File: config.mk
export PLATFORM = sky130hd
export DESIGN_NAME = ray_pixel_sequencer
export DESIGN_NICKNAME = d
export VERILOG_FILES = /design/src/rtl/ray_pixel_sequencer.sv
export SDC_FILE = /design/constraint.sdc
export NUM_CORES = 1
export LEC_CHECK = 0
export ABC_AREA = 1
export BUFFER_PORTS_ARGS = -buffer_cell sky130_fd_sc_hd__buf_2
export CORE_ASPECT_RATIO = 0.8
export CORE_MARGIN = 1
export CORE_UTILIZATION = 65
export CTS_BUF_LIST = sky130_fd_sc_hd__clkbuf_8
export DETAILED_ROUTE_END_ITERATION = 7
export PLACE_DENSITY = 0.95
export REMOVE_ABC_BUFFERS = 1
export SLEW_MARGIN = 20
export SYNTH_ARGS = -nofsm -noshare
export SYNTH_HDL_FRONTEND = slang
export SYNTH_SLANG_ARGS = --single-unit
File: constraint.sdc
create_clock -name clk_in -period 11.6 [get_ports clk_in]
set_input_delay 2.32 -clock clk_in [delete_from_list [all_inputs] [get_ports clk_in]]
set_output_delay 2.32 -clock clk_in [all_outputs]
set_load 0.05 [all_outputs]
File: src/rtl/ray_pixel_sequencer.sv
// rtl/ray_pixel_sequencer.sv - frame-scan coordinate issuer with a STAGES-deep valid/x/y pipeline
module ray_pixel_sequencer #(
  parameter int H_RES   = 800,
  parameter int V_RES   = 600,
  parameter int COORD_W = 10,
  parameter int STAGES  = 4,
  parameter int FCNT_W  = 16
) (
  input  logic               clk_in,
  input  logic               reset_btn,
  input  logic               start,
  input  logic               abort,
  input  logic [1:0]         mode,
  input  logic               stall,
  output logic [STAGES-1:0]  stage_valid,
  output logic [COORD_W-1:0] issue_x,
  output logic [COORD_W-1:0] issue_y,
  output logic               out_valid,
  output logic [COORD_W-1:0] out_x,
  output logic [COORD_W-1:0] out_y,
  output logic               busy,
  output logic               frame_done,
  output logic [FCNT_W-1:0]  frame_cnt
);

  // Last positions on the step-2 grids and for each row parity.
  localparam int LX2 = (H_RES - 1) - ((H_RES - 1) % 2);
  localparam int LYE = (V_RES - 1) - ((V_RES - 1) % 2);
  localparam int LYO = (((V_RES - 1) % 2) == 1) ? (V_RES - 1) : (V_RES - 2);

  localparam logic [COORD_W-1:0] LAST_X1 = COORD_W'(H_RES - 1);
  localparam logic [COORD_W-1:0] LAST_X2 = COORD_W'(LX2);
  localparam logic [COORD_W-1:0] LAST_Y1 = COORD_W'(V_RES - 1);
  localparam logic [COORD_W-1:0] LAST_YE = COORD_W'(LYE);
  localparam logic [COORD_W-1:0] LAST_YO = COORD_W'(LYO);

  typedef enum logic [1:0] {IDLE, INIT, ISSUE, DRAIN} state_t;

  state_t              state, state_n;
  logic [COORD_W-1:0]  x, y, x_n, y_n;
  logic [COORD_W-1:0]  last_x, last_y, x_step, y_step;
  logic [1:0]          mode_q, mode_n;
  logic                start_pend, pend_n, done_n, load0, load_valid;
  logic [FCNT_W-1:0]   cnt_n;
  logic [COORD_W-1:0]  pipe_x [STAGES];
  logic [COORD_W-1:0]  pipe_y [STAGES];

  always_comb begin
    last_x = (mode_q == 2'b11) ? LAST_X2 : LAST_X1;
    x_step = (mode_q == 2'b11) ? COORD_W'(2) : COORD_W'(1);
    y_step = (mode_q == 2'b00) ? COORD_W'(1) : COORD_W'(2);
    case (mode_q)
      2'b00:   last_y = LAST_Y1;
      2'b10:   last_y = LAST_YO;
      default: last_y = LAST_YE;
    endcase
  end

  always_comb begin
    state_n    = state;
    x_n        = x;
    y_n        = y;
    mode_n     = mode_q;
    pend_n     = start_pend;
    done_n     = 1'b0;
    cnt_n      = frame_cnt;
    load0      = 1'b0;
    load_valid = 1'b0;
    if (abort) begin
      state_n = IDLE;
      pend_n  = 1'b0;
    end else if (!stall) begin
      if (start && state != IDLE) pend_n = 1'b1;
      case (state)
        IDLE: begin
          if (start || start_pend) begin
            state_n = INIT;
            pend_n  = 1'b0;
          end
        end
        INIT: begin
          mode_n  = mode;
          x_n     = '0;
          y_n     = (mode == 2'b10) ? COORD_W'(1) : COORD_W'(0);
          state_n = ISSUE;
        end
        ISSUE: begin
          load0      = 1'b1;
          load_valid = 1'b1;
          if (x == last_x) begin
            x_n = '0;
            y_n = y + y_step;
            if (y == last_y) state_n = DRAIN;
          end else begin
            x_n = x + x_step;
          end
        end
        DRAIN: begin
          load0 = 1'b1;
          if (stage_valid[STAGES-2:0] == '0) begin
            done_n  = 1'b1;
            cnt_n   = frame_cnt + 1'b1;
            state_n = IDLE;
          end
        end
        default: state_n = IDLE;
      endcase
    end
  end

  always_ff @(posedge clk_in or posedge reset_btn) begin
    if (reset_btn) begin
      state      <= IDLE;
      x          <= '0;
      y          <= '0;
      mode_q     <= '0;
      start_pend <= 1'b0;
      frame_done <= 1'b0;
      frame_cnt  <= '0;
      busy       <= 1'b0;
    end else begin
      state      <= state_n;
      x          <= x_n;
      y          <= y_n;
      mode_q     <= mode_n;
      start_pend <= pend_n;
      frame_done <= done_n;
      frame_cnt  <= cnt_n;
      busy       <= (state_n != IDLE);
    end
  end

  // Stage 0 only takes new data in ISSUE/DRAIN; upper stages shift on every unstalled edge.
  always_ff @(posedge clk_in or posedge reset_btn) begin
    if (reset_btn) begin
      stage_valid <= '0;
      for (int i = 0; i < STAGES; i++) begin
        pipe_x[i] <= '0;
        pipe_y[i] <= '0;
      end
    end else if (abort) begin
      stage_valid <= '0;
    end else if (!stall) begin
      stage_valid <= {stage_valid[STAGES-2:0], load0 ? load_valid : stage_valid[0]};
      for (int i = 1; i < STAGES; i++) begin
        pipe_x[i] <= pipe_x[i-1];
        pipe_y[i] <= pipe_y[i-1];
      end
      if (load0 && load_valid) begin
        pipe_x[0] <= x;
        pipe_y[0] <= y;
      end
    end
  end

  assign issue_x   = pipe_x[0];
  assign issue_y   = pipe_y[0];
  assign out_x     = pipe_x[STAGES-1];
  assign out_y     = pipe_y[STAGES-1];
  assign out_valid = stage_valid[STAGES-1];

endmodule

==> results.cfg <==
[setup_path]
crit_cells = 11
path_max_fanout = 66
cp.arrival_ns = 4.95
rr_endpoint = y[7]
crit_path_end = y[7]
crit_slowest_cell = inv_2
r2r_slack_ns = 9.00
critPathTopFamily = buffers and inverters
cp_common_cell = inv_2
rr_worst_depth = 10
startpoint = abort
crit_type = primary input to flip-flop
worstPathCellList = buf_2, nor2_4, buf_4, inv_2, nor2_2, inv_2, nand2_1, nand2_4, clkinv_4, nand4_1, o21ai_0
cp-start-kind = primary input
worstPathBufferInverterCount = 5
crit_required_ns = 11.92
end_kind = flip-flop
slowest_delay_ns = 0.83
regToRegStartpoint = state[0]

[die]
die_area_sq_um = 9670
die_y_microns = 88.1
io_pins = 70
start_util_pct = 66.7
chipWidth_microns = 110
core_sq_um = 9040
std_cell_rows = 31

[synth]
synth-seq-cells = 127
synth_enable_flop_cells = 0
synthFlopType = dfrtp_1
synthesis.instances = 698
synthesis.area_sq_um = 6030
avgSynthCellArea_sq_um = 8.64
async_flop_share_pct = 100
synthDistinctLibCells = 35
ys_seq_area_share_pct = 52.7
yosys_warnings = 0

[placement]
io_buffers = 69
dp_hpwl_microns = 8070
routabilityCongestion = 0.881

[cts]
cts.sinks = 127
cts_hold_buffers = 0
clkLatencyLatePin_ns = 0.45
cts_made_buffers = 17
clk_pin_slew_worst_paths_ns = 0.08
clockBufferDepth = 2
cts_setup_buffers = 0
cts_resized = 0
cts_root_buf = clkbuf_8
htreeDepth = 4
cts_tree = built

[finish]
areaGrowthSynthToFinish_pct = 8.39
antenna_cells = 0
fin_util_pct = 72.3
fillCellCount = 599
drive_gt1_share_pct = 17.2
top_regs = pipe_x x20, pipe_y x20, frame_cnt x16
layout.nets = 743

[route]
firstDrtPassIters = 6
vias = 4699
wl_microns = 12900
drt_iter0_markers = 430
vias_per_cell = 5.51
drc_errors = 0
ant_nets = 0
wl_per_cell_microns = 15.1

[sta]
final_hold_viol_count = 0
fin_skew_ns = 0.0164
tightestPinTransition_ns = 1.03
rsz0062_at_grt = no
fin_crit_ns = 4.62
setup_violations = 0
finalCritPeriodShare_pct = 39.9
relSlewSlack_pct = 31.0
slew_viol_final = 0
max_freq_mhz = 216
fin_tns_setup_ns = 0

[global_routing]
grt_pass1_wl_microns = 21000
grt_pass1_vias = 4434
track_usage_pct = 29.0
grt_max_degree = 77
antenna_found_initial = 0
overflow = 0

[job]
drv_cap = 0

[power]
peakVddDrop_uv = 137
p_leak_uw = 0.00336
p_per_area_nw_per_um2 = 182
power_uw = 1190

[worst_hold_path]
hold_class = flip-flop to flip-flop

[outcome]
status = finished clean
worst min-delay path: stages, from the launching register on:
cell     delay [ns]
dfrtp_1        0.35
nand2_1        0.05
nand2_1        0.05
routing by layer:
metal  track usage, %  wire length [microns]
met5                0                      0
met1             39.6                   5650
met2             45.1                   6180
met4             14.3                    370
met3             5.65                    714
layout by cell type (no fill, tap or decap), drive strengths merged, types with 2 or more instances in the layout:
master    count
clkinv        4
nand4         9
xor2         12
o22ai         4
ha            9
o21ai        79
bufinv        2
clkbuf       18
nor2         38
clkinvlp      2
a21oi         6
nor3         16
fa            2
dfrtp       127
inv          88
xnor2         5
nand3        19
a31oi         4
nand3b        2
nand2       212
nor3b         2
buf          71
a211oi        2
o31ai         4
layout make-up:
| type | count | area (sq um) | share of cell area, % |
|---|---|---|---|
| tap | 115 | 144 | 2.20 |
| sequential | 127 | 3180 | 48.6 |
| timing repair buffer | 71 | 360 | 5.52 |
| clock buffer | 18 | 248 | 3.79 |
| clock inverter | 14 | 170 | 2.60 |
| inverter | 82 | 315 | 4.83 |
| multi-input combinational | 426 | 2120 | 32.4 |
power breakdown:
group / leakage [uW] / switching, uW / internal [uW]
logic: 0.00149 / 182 / 58.8
registers: 0.00166 / 41.9 / 502
clock network: 0.000207 / 197 / 204
total: 0.00336 / 421 / 765
worst min path at each step:
| stage | start | endpoint | depth (start not counted) |
|---|---|---|---|
| after CTS | pipe_x[27] | pipe_x[27] | 2 |
| after global placement | pipe_y[25] | pipe_y[25] | 2 |
| after detailed placement | pipe_y[24] | pipe_y[24] | 2 |
| after floorplan | pipe_x[20] | pipe_x[20] | 2 |
| after global routing | pipe_x[25] | pipe_x[25] | 2 |
| final | pipe_y[24] | pipe_y[24] | 2 |
cell usage after synthesis, types with 2 or more instances:
| cell type | number | share of area, % |
|---|---|---|
| nand2_1 | 209 | 13 |
| dfrtp_1 | 127 | 53 |
| inv_1 | 76 | 4.7 |
| o21ai_0 | 75 | 6.2 |
| buf_4 | 43 | 5.4 |
| nor2_1 | 32 | 2.0 |
| nand3_1 | 18 | 1.5 |
| nor3_1 | 16 | 1.3 |
| clkbuf_1 | 14 | 0.87 |
| xor2_1 | 12 | 1.7 |
| ha_1 | 9 | 1.9 |
| nand4_1 | 7 | 0.73 |
| a21oi_1 | 6 | 0.50 |
| inv_2 | 5 | 0.31 |
| xnor2_1 | 5 | 0.73 |
| a31oi_1 | 4 | 0.42 |
| nor2_2 | 4 | 0.42 |
| o21ai_2 | 4 | 0.58 |
| o22ai_1 | 4 | 0.42 |
| o31ai_1 | 4 | 0.50 |
| nand2_4 | 3 | 0.56 |
| buf_1 | 2 | 0.12 |
| buf_2 | 2 | 0.17 |
| fa_1 | 2 | 0.66 |
| nand3b_1 | 2 | 0.25 |
| nand4_2 | 2 | 0.42 |
| nor2_4 | 2 | 0.37 |
| nor3b_1 | 2 | 0.25 |
cell families (layout without fill, tap and decap cells):
logic type	Yosys count	after routing	share of synthesized area, %
AO/OA/AOI/OAI	99	99	8.97
XOR/XNOR	17	17	2.47
adder cells (fa/ha/maj)	11	11	2.53
buffers and inverters	145	185	12.2
flip-flops	127	127	52.7
AND/OR/NAND/NOR	299	299	21.1
stage by stage:
stage | cells | cell area, sq um | worst slack [ns] | hold slack, ns
5_1_grt | 853 | 6530 | 6.68 | 0.493
2_1_floorplan | 635 | 5600 | 5.90 | 0.442
3_3_place_gp | 821 | 6120 | 6.74 | 0.453
4_1_cts | 853 | 6530 | 7.02 | 0.478
3_5_place_dp | 821 | 6120 | 6.63 | 0.459
6_report | 853 | 6530 | 6.98 | 0.478
(Power assumes the default switching activity.)
